==> config.mk <==
export PLATFORM = sky130hd
export DESIGN_NAME = compare_arbiter
export DESIGN_NICKNAME = d
export VERILOG_FILES = /design/src/rtl/compare_arbiter.sv
export SDC_FILE = /design/constraint.sdc
export NUM_CORES = 1
export LEC_CHECK = 0
export CORE_ASPECT_RATIO = 0.8
export CORE_UTILIZATION = 40
export DETAILED_ROUTE_END_ITERATION = 12
export PLACE_DENSITY = 0.75
export SETUP_SLACK_MARGIN = 0.1
export SLEW_MARGIN = 20
export SYNTH_ARGS = -nofsm -noshare
export SYNTH_HDL_FRONTEND = slang
export SYNTH_SLANG_ARGS = --single-unit
==> constraint.sdc <==
create_clock -name clk -period 1.7 [get_ports clk]
set_input_delay 0.255 -clock clk [delete_from_list [all_inputs] [get_ports clk]]
set_output_delay 0.255 -clock clk [all_outputs]
set_load 0.02 [all_outputs]
==> src/rtl/compare_arbiter.sv <==
// -----------------------------------------------------------------------------
// compare_arbiter
//   Shares one unsigned magnitude comparator among NUM_REQ requesters.
//   A round-robin arbiter picks a winner in IDLE and latches its operands.
//   The comparison runs in CMP. The result is held in RESP until the consumer
//   takes it. Only one comparison is in flight at any time.
//
// Ports
//   clk, rst          clock, synchronous active-high reset
//   req[NUM_REQ]      level request per requester
//   a_bus, b_bus      packed operands, requester i at [i*CMP_WIDTH +: CMP_WIDTH]
//   gnt[NUM_REQ]      one-cycle one-hot grant (operands were captured)
//   busy              FSM is not in IDLE
//   resp_valid/ready  result handshake
//   resp_id           requester that owns the result
//   greater/equal/smaller  a>b, a==b, a<b (meaningful while resp_valid)
// -----------------------------------------------------------------------------
module compare_arbiter #(
  parameter int CMP_WIDTH = 4,
  parameter int NUM_REQ   = 4,
  parameter int ID_WIDTH  = 2
) (
  input  logic                         clk,
  input  logic                         rst,
  input  logic [NUM_REQ-1:0]           req,
  input  logic [NUM_REQ*CMP_WIDTH-1:0] a_bus,
  input  logic [NUM_REQ*CMP_WIDTH-1:0] b_bus,
  output logic [NUM_REQ-1:0]           gnt,
  output logic                         busy,
  output logic                         resp_valid,
  input  logic                         resp_ready,
  output logic [ID_WIDTH-1:0]          resp_id,
  output logic                         greater,
  output logic                         equal,
  output logic                         smaller
);

  typedef enum logic [1:0] {IDLE, CMP, RESP} state_t;

  state_t               r_state, w_state_nxt;
  logic [ID_WIDTH-1:0]  r_last_id, r_win_id, w_win;
  logic [CMP_WIDTH-1:0] r_a, r_b, w_a, w_b;
  logic [NUM_REQ-1:0]   w_onehot;
  logic                 w_any;

  assign w_any = |req;

  // Round-robin pick: search starts just after r_last_id and wraps around.
  // The first pass takes the lowest index at or below r_last_id, which is the
  // wrap-around candidate. The second pass overrides it with the lowest index
  // above r_last_id, if there is one.
  always_comb begin
    w_win = '0;
    for (int i = NUM_REQ-1; i >= 0; i--)
      if (req[i] && (i <= int'(r_last_id))) w_win = ID_WIDTH'(i);
    for (int i = NUM_REQ-1; i >= 0; i--)
      if (req[i] && (i > int'(r_last_id))) w_win = ID_WIDTH'(i);
  end

  // Select the winner's operand slices and build its one-hot grant.
  always_comb begin
    w_a      = '0;
    w_b      = '0;
    w_onehot = '0;
    for (int i = 0; i < NUM_REQ; i++) begin
      if (w_win == ID_WIDTH'(i)) begin
        w_onehot[i] = 1'b1;
        w_a         = a_bus[i*CMP_WIDTH +: CMP_WIDTH];
        w_b         = b_bus[i*CMP_WIDTH +: CMP_WIDTH];
      end
    end
  end

  always_comb begin
    w_state_nxt = r_state;
    case (r_state)
      IDLE:    if (w_any) w_state_nxt = CMP;
      CMP:     w_state_nxt = RESP;
      RESP:    if (resp_ready) w_state_nxt = IDLE;
      default: w_state_nxt = IDLE;
    endcase
  end

  always_ff @(posedge clk) begin
    if (rst) begin
      r_state    <= IDLE;
      r_last_id  <= ID_WIDTH'(NUM_REQ-1);
      r_win_id   <= '0;
      gnt        <= '0;
      busy       <= 1'b0;
      resp_valid <= 1'b0;
      resp_id    <= '0;
      greater    <= 1'b0;
      equal      <= 1'b0;
      smaller    <= 1'b0;
    end else begin
      r_state <= w_state_nxt;
      busy    <= (w_state_nxt != IDLE);
      case (r_state)
        IDLE: begin
          gnt <= w_any ? w_onehot : '0;
          if (w_any) r_win_id <= w_win;
        end
        CMP: begin
          gnt        <= '0;
          resp_valid <= 1'b1;
          resp_id    <= r_win_id;
          greater    <= (r_a >  r_b);
          equal      <= (r_a == r_b);
          smaller    <= (r_a <  r_b);
        end
        RESP: begin
          // The fairness pointer moves only when a result is actually consumed.
          if (resp_ready) begin
            resp_valid <= 1'b0;
            r_last_id  <= resp_id;
          end
        end
        default: gnt <= '0;
      endcase
    end
  end

  // The operand registers need no reset. They are always written before the
  // comparator reads them.
  always_ff @(posedge clk) begin
    if (r_state == IDLE && w_any) begin
      r_a <= w_a;
      r_b <= w_b;
    end
  end

endmodule

======== After elaboration in Yosys (flattened, before gate mapping) ========
Cells that the tools add are included.
cells by class
  magnitude comparators ................... 8
  equality and inequality tests ........... 7
  mux-type cells .......................... 26
  reductions and logical operators ........ 15
operator list
  kind                                                           number
  2-to-1 mux 4 bit                                               9
  2-to-1 mux 2 bit                                               9
  one-hot mux 4 bit (2 select lines)                             1
  logical AND 1 bit                                              7
  == test 2 bit (second input constant)                          3
  one-hot mux 2 bit (3 select lines)                             1
  AND reduction 2 bit                                            3
  2-to-1 mux 1 bit                                               5
  == test 2 x 1 -> 1 bit (second input constant)                 2
  == test 4 bit                                                  1
  greater-than comparator 2 bit (first input constant)           2
  greater-than comparator 4 bit                                  1
  <= comparator 2 bit (first input constant)                     2
  zero test 2 bit                                                2
  < comparator 4 bit                                             1
  nonzero test 2 bit                                             2
  OR reduction 4 bit                                             1
  greater-than comparator 1 x 2 -> 1 bit (first input constant)  1
  <= comparator 1 x 2 -> 1 bit (first input constant)            1
  inequality test 2 bit (second input constant)                  1
  one-hot mux 1 bit (2 select lines)                             1
storage, ports and cells
  flip-flop bits (word level) ............. 25
  input bits .............................. 39
  output and inout bits ................... 11
  logic and storage cells ................. 68

======== Depth between registers and ports, before layout ========
Gate-level depths: netlist of run 1.
  word-level depth ........................ 14
  depth in mapped cells ................... 7
  mapped depth without buffers ............ 7

======== Worst setup path after synthesis of run 1 ========
No wires, ideal clock.
  path kind ............................... input to register
  start point ............................. input port req[2]
  end point ............................... register r_win_id[1]
  arrival ................................. 1.529 ns
  data required time ...................... 1.574 ns
  setup slack ............................. 0.045 ns
  stages .................................. 5
  buffers on the path ..................... 0
  path through ............................ or2_4 -> nor3_1 -> nor3_1 -> mux2i_1 -> nor2_1
between the ends
  cells in the longest elaborated chain, start to end .. 7
  elaborated cells between the ends (all ways) .. 10
ends and longest elaborated chain
  item                           line  text
  from (decl)                    25    input logic [NUM_REQ-1:0] req,
  logical AND 1 bit              55    if (req[i] && (i <= int'(r_last_id))) w_win = ID_WIDTH'(i);
  2-to-1 mux 2 bit (3 in a row)  55
  2-to-1 mux 2 bit (3 in a row)  57    if (req[i] && (i > int'(r_last_id))) w_win = ID_WIDTH'(i);
  to (signal assigned)           102   if (w_any) r_win_id <= w_win;
  to (decl)                      41    logic [ID_WIDTH-1:0] r_last_id, r_win_id, w_win;
Several ways; a longest one is shown, not always the timed one.
A chain may end at the register's enable or synchronous reset.

======== Final worst setup path of run 1 ========
  start point ............................. input port req[3]
  end point ............................... register r_b[1], data pin
between the ends
  cells in the longest elaborated chain, start to end .. 13
  elaborated cells between the ends (all ways) .. 17
ends and longest elaborated chain
  item                               line  text
  logical AND 1 bit                  55
  2-to-1 mux 2 bit (4 in a row)      55
  2-to-1 mux 2 bit (*) (3 in a row)  57
  zero test 2 bit                    66    if (w_win == ID_WIDTH'(i)) begin
  2-to-1 mux 4 bit (3 in a row)      66
  2-to-1 mux 4 bit (*)               66
  net w_b[1]                         42    logic [CMP_WIDTH-1:0] r_a, r_b, w_a, w_b;
  to (signal assigned)               129   r_b <= w_b;
  to (decl)                          42
The timed path passes the listed nets; every way through them passes the cells marked *.

==> metrics.log, run 1 <==
INFO  metric crit_required = 1.73 ns
INFO  metric clk_latency = approximately 0.28 ns
INFO  metric finalCritPeriodShare = 0.962
INFO  metric synth_seq_area_share = 0.414
INFO  metric detailroute.via_count = around 1400
INFO  metric final_hold_viol_count = 0
INFO  metric final.min_clock_period = approximately 1.6 ns
INFO  metric groute.usage.overall = 0.227
INFO  metric gr_overflow_total = 0
INFO  metric worst_ep_arrival_time = between 1.5 and 2 ns
INFO  metric synth_area_per_cell = roughly 9.7 sq um
INFO  metric dieArea = 3750 sq um
INFO  metric synth.distinct_cells = 38
INFO  metric cts_hold_buf = 0
INFO  metric htree_num_levels = 1
INFO  metric tritoncts.num_buffers = 3
INFO  metric timing.critical_path.from_type = primary input
INFO  metric min-delay-path-class = reg -> reg
INFO  metric die-width = 68.2 um
INFO  metric clock_tree.buffer_depth = 2
INFO  metric report.power.total = between 0.0015 and 0.002 W
INFO  metric post-route-drc-count = 0
INFO  metric floorplan.rows = 18
INFO  metric area_share_of_the_largest_cell_type_after_synthesis = 0.243
INFO  metric fmax = approximately 0.61 GHz
INFO  metric internal_power = 0.00120 W
INFO  metric placed_area = 1990 sq um
INFO  metric setup.reg_to_reg.worst_slack = about 0.090 ns
INFO  metric reg2reg_to = r_b[1]
INFO  metric gp_congestion = 0.841
INFO  metric grt_setup_unrepaired = yes
INFO  metric maxSlewHeadroom = 0.627
INFO  metric critPathMaxFanout = 6
INFO  metric synthToLayoutAreaGrowth = 59.4%
INFO  metric asyncSetResetFlopFracSynth = 0
INFO  metric drtIter0Drc = 62
INFO  metric power_density = between 700 and 800 nW/um^2
INFO  metric crit-reg2reg-launch = r_last_id[0]
INFO  metric hold-path-endpoint = resp_id[1]
INFO  metric status = finished, final reports clean
INFO  metric clk_transition_reported_paths = roughly 0.090 ns
INFO  metric ys_dominant_reg_cell = dfxtp_1
INFO  metric area.sequential = around 590 sq um
INFO  metric hold_path.startpoint = r_win_id[1]
INFO  metric pwr-share-clk = 0.213
INFO  metric synth.cell_area = 1400 sq um
INFO  metric design_area = approximately 2200 sq um
INFO  metric synth.cells.most_frequent = 17 x dfxtp_1, 17 x nor2_1, 15 x nand2_1
INFO  metric first_global_vias = 1296
INFO  metric rr_worst_depth = 6
INFO  metric hold-path-cell-count = 2
INFO  metric pin_count_of_the_biggest_net_entering_global_routing = 16
INFO  metric totalNegativeSetupSlack = 0 ns
INFO  metric proportion_of_total_power_due_to_net_switching = 0.312
INFO  metric sequentialPowerShare = 0.430
INFO  metric routed_via_density = between 5 and 6
INFO  metric p_leak = 0.879 nW
INFO  metric synth.area.top_cells = dfxtp_1 24%, edfxtp_1 17%, a21o_1 7.5%
INFO  metric cts_root_buf = clkbuf_8
INFO  metric grt_first_pass_wirelength = approximately 6000 um
INFO  metric cap_viol_max_count = 0
INFO  metric wire_per_inst = 15.9 um
INFO  metric power_switching = between 0.0005 and 0.0006 W
INFO  metric design.core.area = about 3200 sq um
INFO  metric placement.io_buffers = roughly 50
INFO  metric peakVddDrop = approximately 380 uV
INFO  metric sum_of_routed_wire_length_over_all_layers = around 4000 um
INFO  metric number_of_antenna_violations_at_the_first_check_in_global_routing = 0
INFO  metric synth-warning-count = 0
INFO  metric nets = between 200 and 300
INFO  metric drtAntennaViolNets = 0
INFO  metric floorplan.die.height = about 55 um
INFO  metric num_io_pins = 50
INFO  metric comb_power_share = 0.357
INFO  metric synth_largest_area_cell = dfxtp_1
INFO  metric multiInputGateArea = 891 sq um
INFO  metric tritoncts = built
INFO  metric synth.ff_latch_count = 25
INFO  metric cts.sinks = 25
INFO  metric path_class = in -> reg
INFO  metric hpwl = 2610 um
INFO  metric setup-violations-final = 0
INFO  metric cp-end-kind = flop
INFO  metric drive_gt1_frac = 0.236
INFO  metric synth_edf_count = 8
INFO  metric tightestPinTransition = about 0.56 ns
INFO  metric finalMaxSlewViolations = 0
INFO  metric n_antenna_cell = 0
INFO  metric drt-pass1-iter-count = 4
INFO  metric syn_inst = roughly 140
INFO  metric syn_nets = 187
INFO  metric finClkSkew = approximately 0.0040 ns
INFO  metric start_util = 0.436
INFO  metric num-fill-cells = 220
## kinds of logic after synthesis
group                    Yosys count  share of synthesized area
multiplexers                       4                     0.0285
AND/OR/NAND/NOR                   55                      0.205
flip-flops                        25                      0.414
buffers and inverters             12                     0.0491
adder cells (fa/ha/maj)            4                     0.0357
AO/OA/AOI/OAI                     44                      0.268
## worst max path at each step
stage                            start      to  slack, ns  cells past startpoint
after floorplan           r_last_id[0]  r_a[0]       0.16                      6
after global routing            req[3]  r_b[3]       0.01                      7
final                           req[3]  r_b[1]       0.07                      7
after CTS                 r_last_id[0]  r_b[0]       0.07                      6
after global placement          req[3]  r_a[0]      -0.42                      7
after detailed placement        req[3]  r_b[0]      -0.46                      7
## per-layer routing
| metal | GRT usage | up-vias | part of all wire |
|---|---|---|---|
| met4 | 0.0903 | 0 | 0.018 |
| met3 | 0.0369 | 6 | 0.043 |
| met2 | 0.386 | 48 | 0.49 |
| met1 | 0.290 | 647 | 0.45 |
| met5 | 0 | - | 0 |
| li1 | - | 670 | - |
## flip-flops by register name, indices dropped and copies added, names as in the netlist
register    cells
greater         1
r_a             4
r_state         2
smaller         1
resp_valid      1
r_b             4
r_last_id       2
gnt             4
equal           1
r_win_id        2
busy            1
resp_id         2
## layout make-up
cell class	instances	share of cell area
clock inverter	1	0.00280
timing repair buffer	66	0.283
sequential	25	0.263
tap	40	0.0224
clock buffer	3	0.0185
inverter	7	0.0118
multi-input combinational	110	0.398
## placed cells by master (no fill, tap or decap), types with 2 or more instances in the layout
cell type        Yosys  final
clkdlybuf4s50_1      0     45
nor3_2               2      3
buf_4                0     13
inv_2                1      2
o21ai_0              2      2
nand2b_1             6      5
a21oi_4              1      2
a21o_1              14     14
clkbuf_8             0      3
dlygate4sd2_1        0      3
a21oi_1              5      3
a21oi_2              0      2
o221ai_4             1      3
a22o_1               2      2
nor3_1               5      2
o21a_1               2      2
inv_1                6      5
nor2b_1              4      4
dfxtp_4              0      2
dfxtp_1             17     15
nor3_4               0      2
ha_1                 4      3
nand2_1             15     15
edfxtp_1             8      8
mux2i_1              4      4
buf_6                3      3
a32o_1               8      8
nor2_1              17     17
## worst max-delay path, cell delays in order
cell	delay (ns)
dlygate4sd2_1	0.34
nor2b_4	0.24
o21a_4	0.18
nor3_4	0.06
buf_4	0.16
a21o_1	0.15
a32o_1	0.27
## power groups by stage
stage | Sequential [W] | Clock (W) | Combinational (W)
final | 0.000751 | 0.000373 | 0.000623
after global routing | 0.000759 | 0.000413 | 0.000673
after CTS | 0.000748 | 0.000378 | 0.000591
after detailed placement | 0.000759 | 0 | 0.000545
after global placement | 0.000757 | 0 | 0.000527
after floorplan | 0.000777 | 0 | 0.000298
## stage by stage
| step | instances | utilization | hold slack (ns) | worst slack (ns) |
|---|---|---|---|---|
| after floorplan | 144 | - | 0.334 | 0.155 |
| after global placement | 239 | 0.617 | 0.442 | -0.423 |
| after detailed placement | 239 | 0.617 | 0.448 | -0.462 |
| after CTS | 250 | 0.676 | 0.456 | 0.0738 |
| after global routing | 252 | 0.694 | 0.483 | 0.0128 |
| final | 252 | 0.694 | 0.452 | 0.0652 |
## what timing repair did
action | 4_1_cts | 5_1_grt
setup endpoints to repair | 23 | 14
gates cloned | 4 | 0
pin swaps | 4 | 10
setup buffers | 3 | 2
resized for setup | 17 | 12
Note: power is estimated with default switching activity, not from simulation.
==> run 2: changes to the inputs <==
Settings changed: CORE_MARGIN set to 2, CORE_UTILIZATION 40 to 45, DONT_BUFFER_PORTS set to 1, HOLD_SLACK_MARGIN set to 0.12, PLACE_DENSITY 0.75 to unset.
==> run 2 against run 1 <==
Fmax up 2.4%. Core utilization down 16 points. Worst setup slack better by 0.038 ns. First-iteration DRC count up 24%. Highest routed layer unchanged.
==> metrics.log, run 2 (synthesis gave the netlist of run 1 again) <==
INFO  metric fmax = between 0.6 and 0.7 GHz
INFO  metric power_switching = approximately 0.00046 W
INFO  metric floorplan.rows = 18
INFO  metric largest_registers = gnt (4), r_a (4), r_b (4)
INFO  metric clk_transition_reported_paths = roughly 0.090 ns
INFO  metric most-common-layout-cells = 17 x nor2_1, 15 x nand2_1, 15 x dfxtp_1, 14 x a21o_1
INFO  metric num-fill-cells = approximately 280
INFO  metric crit-reg2reg-launch = r_last_id[0]
INFO  metric totalNegativeSetupSlack = 0 ns
INFO  metric floorplan.die.height = between 50 and 60 um
INFO  metric slowest_delay = 0.37 ns
INFO  metric placed_area = ~1500 sq um
INFO  metric cp.buffers_inverters = 1
INFO  metric path_cells = nor2b_4 > o221ai_4 > buf_4 > a21o_1 > a32o_1
INFO  metric pin_count_of_the_biggest_net_entering_global_routing = 15
INFO  metric hold-path-cell-count = 3
INFO  metric critical-path-top-delay-family = compound AO/OA/AOI/OAI gates
INFO  metric internal_power = approximately 0.0011 W
INFO  metric design_area = about 1600 sq um
INFO  metric tritoncts = built
INFO  metric num_io_pins = 50
INFO  metric post-route-drc-count = 0
INFO  metric nets = 198
INFO  metric pwr-share-clk = 0.226
INFO  metric grt_setup_unrepaired = yes
INFO  metric n_antenna_cell = 0
INFO  metric worst_ep_arrival_time = about 1.6 ns
INFO  metric design.core.area = 3040 sq um
INFO  metric htree_num_levels = 1
INFO  metric finalMaxSlewViolations = 0
INFO  metric die-width = between 60 and 70 um
INFO  metric report.power.total = 0.00154 W
INFO  metric proportion_of_total_power_due_to_net_switching = 0.302
INFO  metric groute.usage.overall = 0.179
INFO  metric drt-pass1-iter-count = 4
INFO  metric finClkSkew = 0.00461 ns
INFO  metric synthToLayoutAreaGrowth = 16.2%
INFO  metric reg2reg_to = r_b[1]
INFO  metric critPathSlowestCell = dfxtp_4
INFO  metric grt_first_pass_wirelength = about 4600 um
INFO  metric maxSlewHeadroom = 0.461
INFO  metric clock_tree.buffer_depth = 2
INFO  metric setup-violations-final = 0
INFO  metric setup.reg_to_reg.worst_slack = roughly 0.10 ns
INFO  metric tritoncts.num_buffers = 3
INFO  metric power_density = around 940 nW/um^2
INFO  metric status = finished, final reports clean
INFO  metric routed_via_density = 5.64
INFO  metric gp_congestion = 0.787
INFO  metric hold_path.startpoint = resp_ready
INFO  metric number_of_antenna_violations_at_the_first_check_in_global_routing = 0
INFO  metric multiInputGateArea = 815 sq um
INFO  metric peakVddDrop = roughly 430 uV
INFO  metric first_global_vias = 990
INFO  metric finalCritPeriodShare = 0.939
INFO  metric timing.critical_path.from_type = flop
INFO  metric hpwl = ~2200 um
INFO  metric final_hold_viol_count = 0
INFO  metric crit_required = ~1.7 ns
INFO  metric gr_overflow_total = 0
INFO  metric tightestPinTransition = between 0.8 and 0.9 ns
INFO  metric hold-path-endpoint = r_state[1]
INFO  metric placement.io_buffers = 0
INFO  metric sum_of_routed_wire_length_over_all_layers = 3070 um
INFO  metric min-delay-path-class = in -> reg
INFO  metric cts.sinks = 25
INFO  metric final.min_clock_period = 1.60 ns
INFO  metric clk_latency = 0.27 ns
INFO  metric path_class = reg -> reg
INFO  metric critPathMaxFanout = 9
INFO  metric comb_power_share = 0.267
INFO  metric rr_worst_depth = 5
INFO  metric start_util = 0.461
INFO  metric commonest_non_fill_non_tap_cell_in_the_layout = nor2_1
INFO  metric p_leak = between 0.6 and 0.7 nW
INFO  metric dieArea = 3580 sq um
INFO  metric drtIter0Drc = slightly below 80
INFO  metric area.sequential = 588 sq um
INFO  metric detailroute.via_count = ~1100
INFO  metric cp-end-kind = flop
INFO  metric drtAntennaViolNets = 0
INFO  metric cap_viol_max_count = 0
INFO  metric drive_gt1_frac = 0.234
INFO  metric cts_root_buf = clkbuf_8
INFO  metric wire_per_inst = about 16 um
INFO  metric sequentialPowerShare = 0.507
==> run 2: cell types whose count changed in the layout (fill, tap and decap cells not counted), sizes merged, moves of 2 or more <==
| cell | change |
|---|---|
| dlygate4sd2 | -3 |
| o221ai | -2 |
| clkdlybuf4s50 | -45 |
| buf | -7 |
==> run 2: per-stage QoR <==
step                      hold WS (ns)  utilization  setup slack (ns)  std cells
after floorplan                  0.334            -             0.155        144
after global placement           0.326        0.478            0.0346        184
after detailed placement         0.329        0.478           -0.0223        184
after CTS                        0.174        0.521             0.102        193
after global routing             0.176        0.536            0.0544        194
final                            0.183        0.536             0.103        194
==> run 2: metal layers <==
| metal | share of wire | up-vias | track usage |
|---|---|---|---|
| li1 | - | 547 | - |
| met1 | 0.47 | 505 | 0.262 |
| met4 | 0.023 | 0 | 0.109 |
| met3 | 0.056 | 6 | 0.0335 |
| met2 | 0.45 | 37 | 0.243 |
| met5 | 0 | - | 0 |
==> run 2: layout make-up <==
| class | count | share of cell area |
|---|---|---|
| timing repair buffer | 11 | 0.0645 |
| sequential | 25 | 0.361 |
| inverter | 7 | 0.0161 |
| multi-input combinational | 107 | 0.500 |
| clock inverter | 1 | 0.00307 |
| tap | 40 | 0.0307 |
| clock buffer | 3 | 0.0253 |
==> run 2: worst max path at each step <==
stage                     endpoint  cells past startpoint         start
after floorplan             r_a[0]                      6  r_last_id[0]
after global placement      r_b[3]                      4  r_last_id[0]
after detailed placement    r_b[3]                      4  r_last_id[0]
after CTS                   r_b[3]                      6  r_last_id[0]
after global routing        r_b[3]                      5  r_last_id[0]
final                       r_b[1]                      5  r_last_id[0]
==> run 2: worst min-delay path, stage by stage <==
cell and delay [ns]:
nor2_1 0.02, nor2_1 0.07, nor2_1 0.06
==> run 2: what timing repair did <==
action	CTS	global route
setup buffers	3	1
cloned	1	0
setup endpoints to repair	9	12
hold buffers	1	0
hold endpoints to repair	12	0
gates resized for setup	8	8
pin swaps	4	4
==> run 2: power groups by stage <==
stage	logic (W)	registers, W	clock network (W)
finish	0.000411	0.000779	0.000347
global route	0.000456	0.000787	0.000383
CTS	0.000388	0.000776	0.000356
detailed placement	0.000352	0.000789	0
global placement	0.000343	0.000790	0
floorplan	0.000298	0.000777	0
==> run 3: changes to the inputs <==
==> constraint.sdc (replaced) <==
create_clock -name clk -period 1.7 [get_ports clk]
set_input_delay 0.34 -clock clk [delete_from_list [all_inputs] [get_ports clk]]
set_output_delay 0.34 -clock clk [all_outputs]
set_load 0.02 [all_outputs]
==> run 3 against run 2 <==
Sequential power barely moved. Critical endpoint unchanged. Worst setup slack lost 0.0085 ns. Sequential share of layout area up 1.4 points. Power shrank 1.4%. Clock power is 5.8% higher. Fmax down 0.53%. Highest routed layer unchanged. First-iteration DRC count is 29% lower. Die area is the same.
==> metrics.log, run 3 (synthesis gave the netlist of run 1 again) <==
INFO  metric path_cells = nor2b_4 > buf_4 > o221ai_2 > a21o_1 > a32o_1
INFO  metric totalNegativeSetupSlack = 0 ns
INFO  metric cp.buffers_inverters = 1
INFO  metric worst_ep_arrival_time = approximately 1.6 ns
INFO  metric status = finished, final reports clean
INFO  metric reg2reg_to = r_b[1]
INFO  metric grt_setup_unrepaired = yes
INFO  metric setup.reg_to_reg.worst_slack = 0.09 ns
INFO  metric drt-pass1-iter-count = 4
INFO  metric gp_congestion = ~0.76
INFO  metric wire_per_inst = 16.7 um
INFO  metric tightestPinTransition = ~0.58 ns
INFO  metric floorplan.rows = 18
INFO  metric hold-worst-slack = 0.132 ns
INFO  metric final_hold_viol_count = 0
INFO  metric nets = ~190
INFO  metric tritoncts.num_buffers = 3
INFO  metric routed_via_density = between 5 and 6
INFO  metric crit-reg2reg-launch = r_last_id[0]
INFO  metric number_of_antenna_violations_at_the_first_check_in_global_routing = 0
INFO  metric path_class = reg -> reg
INFO  metric setup-violations-final = 0
INFO  metric rr_worst_depth = 5
INFO  metric hold-path-cell-count = 1
INFO  metric dieArea = between 3000 and 4000 sq um
INFO  metric num_io_pins = 50
INFO  metric clk_latency = between 0.2 and 0.3 ns
INFO  metric maxSlewHeadroom = 0.608
INFO  metric drtAntennaViolNets = 0
INFO  metric synthToLayoutAreaGrowth = 11.3%
INFO  metric slowest_delay = between 0.3 and 0.4 ns
INFO  metric commonest_non_fill_non_tap_cell_in_the_layout = nor2_1
INFO  metric placed_area = between 1000 and 1500 sq um
INFO  metric drive_gt1_frac = 0.189
INFO  metric pin_count_of_the_biggest_net_entering_global_routing = 21
INFO  metric floorplan.die.height = 53.9 um
INFO  metric design.core.area = approximately 3000 sq um
INFO  metric critPathSlowestCell = dfxtp_4
INFO  metric peakVddDrop = 355 uV
INFO  metric groute.usage.overall = 0.182
INFO  metric clock_tree.buffer_depth = 2
INFO  metric cap_viol_max_count = 0
INFO  metric min-delay-path-class = in -> reg
INFO  metric placement.io_buffers = 0
INFO  metric drtIter0Drc = 55
INFO  metric final.min_clock_period = about 1.6 ns
INFO  metric cp-end-kind = flop
INFO  metric power_density = approximately 970 nW/um^2
INFO  metric cts.sinks = 25
INFO  metric critPathMaxFanout = 8
INFO  metric design_area = between 1500 and 2000 sq um
INFO  metric timing.critical_path.from_type = flop
INFO  metric start_util = 0.461
INFO  metric hold_path.startpoint = rst
INFO  metric report.power.total = about 0.0015 W
INFO  metric critical-path-top-delay-family = compound AO/OA/AOI/OAI gates
INFO  metric p_leak = 0.614 nW
INFO  metric first_global_vias = just over 1000
INFO  metric hold-path-endpoint = greater
INFO  metric clk_transition_reported_paths = 0.09 ns
INFO  metric n_antenna_cell = 0
INFO  metric finalCritPeriodShare = 0.944
INFO  metric hpwl = roughly 2300 um
INFO  metric most-common-layout-cells = 17 x nor2_1, 15 x nand2_1, 15 x dfxtp_1, 14 x a21o_1
INFO  metric fin_util = 0.514
INFO  metric detailroute.via_count = about 1100
INFO  metric htree_num_levels = 1
INFO  metric fmax = 0.623 GHz
INFO  metric gr_overflow_total = 0
INFO  metric crit_required = roughly 1.7 ns
INFO  metric largest_registers = gnt (4), r_a (4), r_b (4)
INFO  metric cts_root_buf = clkbuf_8
INFO  metric finClkSkew = 0.00344 ns
INFO  metric finalMaxSlewViolations = 0
INFO  metric die-width = roughly 66 um
INFO  metric grt_first_pass_wirelength = about 4800 um
INFO  metric tritoncts = built
INFO  metric post-route-drc-count = 0
INFO  metric sum_of_routed_wire_length_over_all_layers = around 3100 um
run 3: changes by cell type in the layout (fill, tap and decap cells not counted), sizes merged:
cell | before | now
buf | 10 | 3
clkinv | 1 | 0
inv | 7 | 8
o221ai | 1 | 2
run 3: layer usage:
layer | up-vias | track usage | routed length, um
met5 | - | 0 | 0
li1 | 536 | - | -
met1 | 519 | 0.244 | 1430
met3 | 2 | 0.0377 | 200
met2 | 37 | 0.285 | 1500
met4 | 0 | 0.0816 | 15
run 3: through the flow:
| stage | std cells | worst slack [ns] |
|---|---|---|
| floorplan | 144 | 0.131 |
| global placement | 181 | -0.0212 |
| detailed placement | 181 | -0.0206 |
| CTS | 187 | 0.0991 |
| global route | 188 | 0.0279 |
| finish | 188 | 0.0949 |
run 3: how the worst max path moves through the flow:
stage	slack, ns	from	cells past startpoint	end
after floorplan	0.13	req[3]	6	r_a[0]
after global placement	-0.02	r_last_id[0]	4	r_a[0]
after detailed placement	-0.02	r_last_id[0]	4	r_b[0]
after CTS	0.1	r_last_id[0]	5	r_b[3]
after global routing	0.03	r_last_id[0]	6	r_b[1]
final	0.09	r_last_id[0]	5	r_b[1]
run 3: repair_timing:
| action | 4_1_cts | 5_1_grt |
|---|---|---|
| gates resized for setup | 6 | 4 |
| endpoints found under the hold margin | 0 | 6 |
| pin swaps | 2 | 2 |
| gates cloned | 1 | 0 |
| endpoints found under the setup margin | 8 | 10 |
| hold buffers | 0 | 1 |
| buffers inserted | 1 | 0 |
run 3: worst register-to-register path: cells and delay by family, from the launching register on:
kind	cells	cell delay, ns
AO/OA/AOI/OAI	3	0.67
buffers and inverters	1	0.14
flip-flops	1	0.38
AND/OR/NAND/NOR	1	0.17
run 3: power breakdown:
group | total (W) | internal, W | leakage [nW] | switching [W]
clock network | 0.000367 | 0.000167 | 0.0260 | 0.000200
logic | 0.000367 | 0.000177 | 0.370 | 0.000191
registers | 0.000782 | 0.000704 | 0.218 | 0.0000776
total | 0.00152 | 0.00105 | 0.614 | 0.000468
run 3: cell type report:
cell class | instances | area [sq um]
Fill cell | 293 | 1480
Multi-Input combinational cell | 108 | 807
Sequential cell | 25 | 586
Tap cell | 40 | 50.0
Timing Repair Buffer | 4 | 45.0
Clock buffer | 3 | 41.3
Inverter | 7 | 26.3
Clock inverter | 1 | 6.26
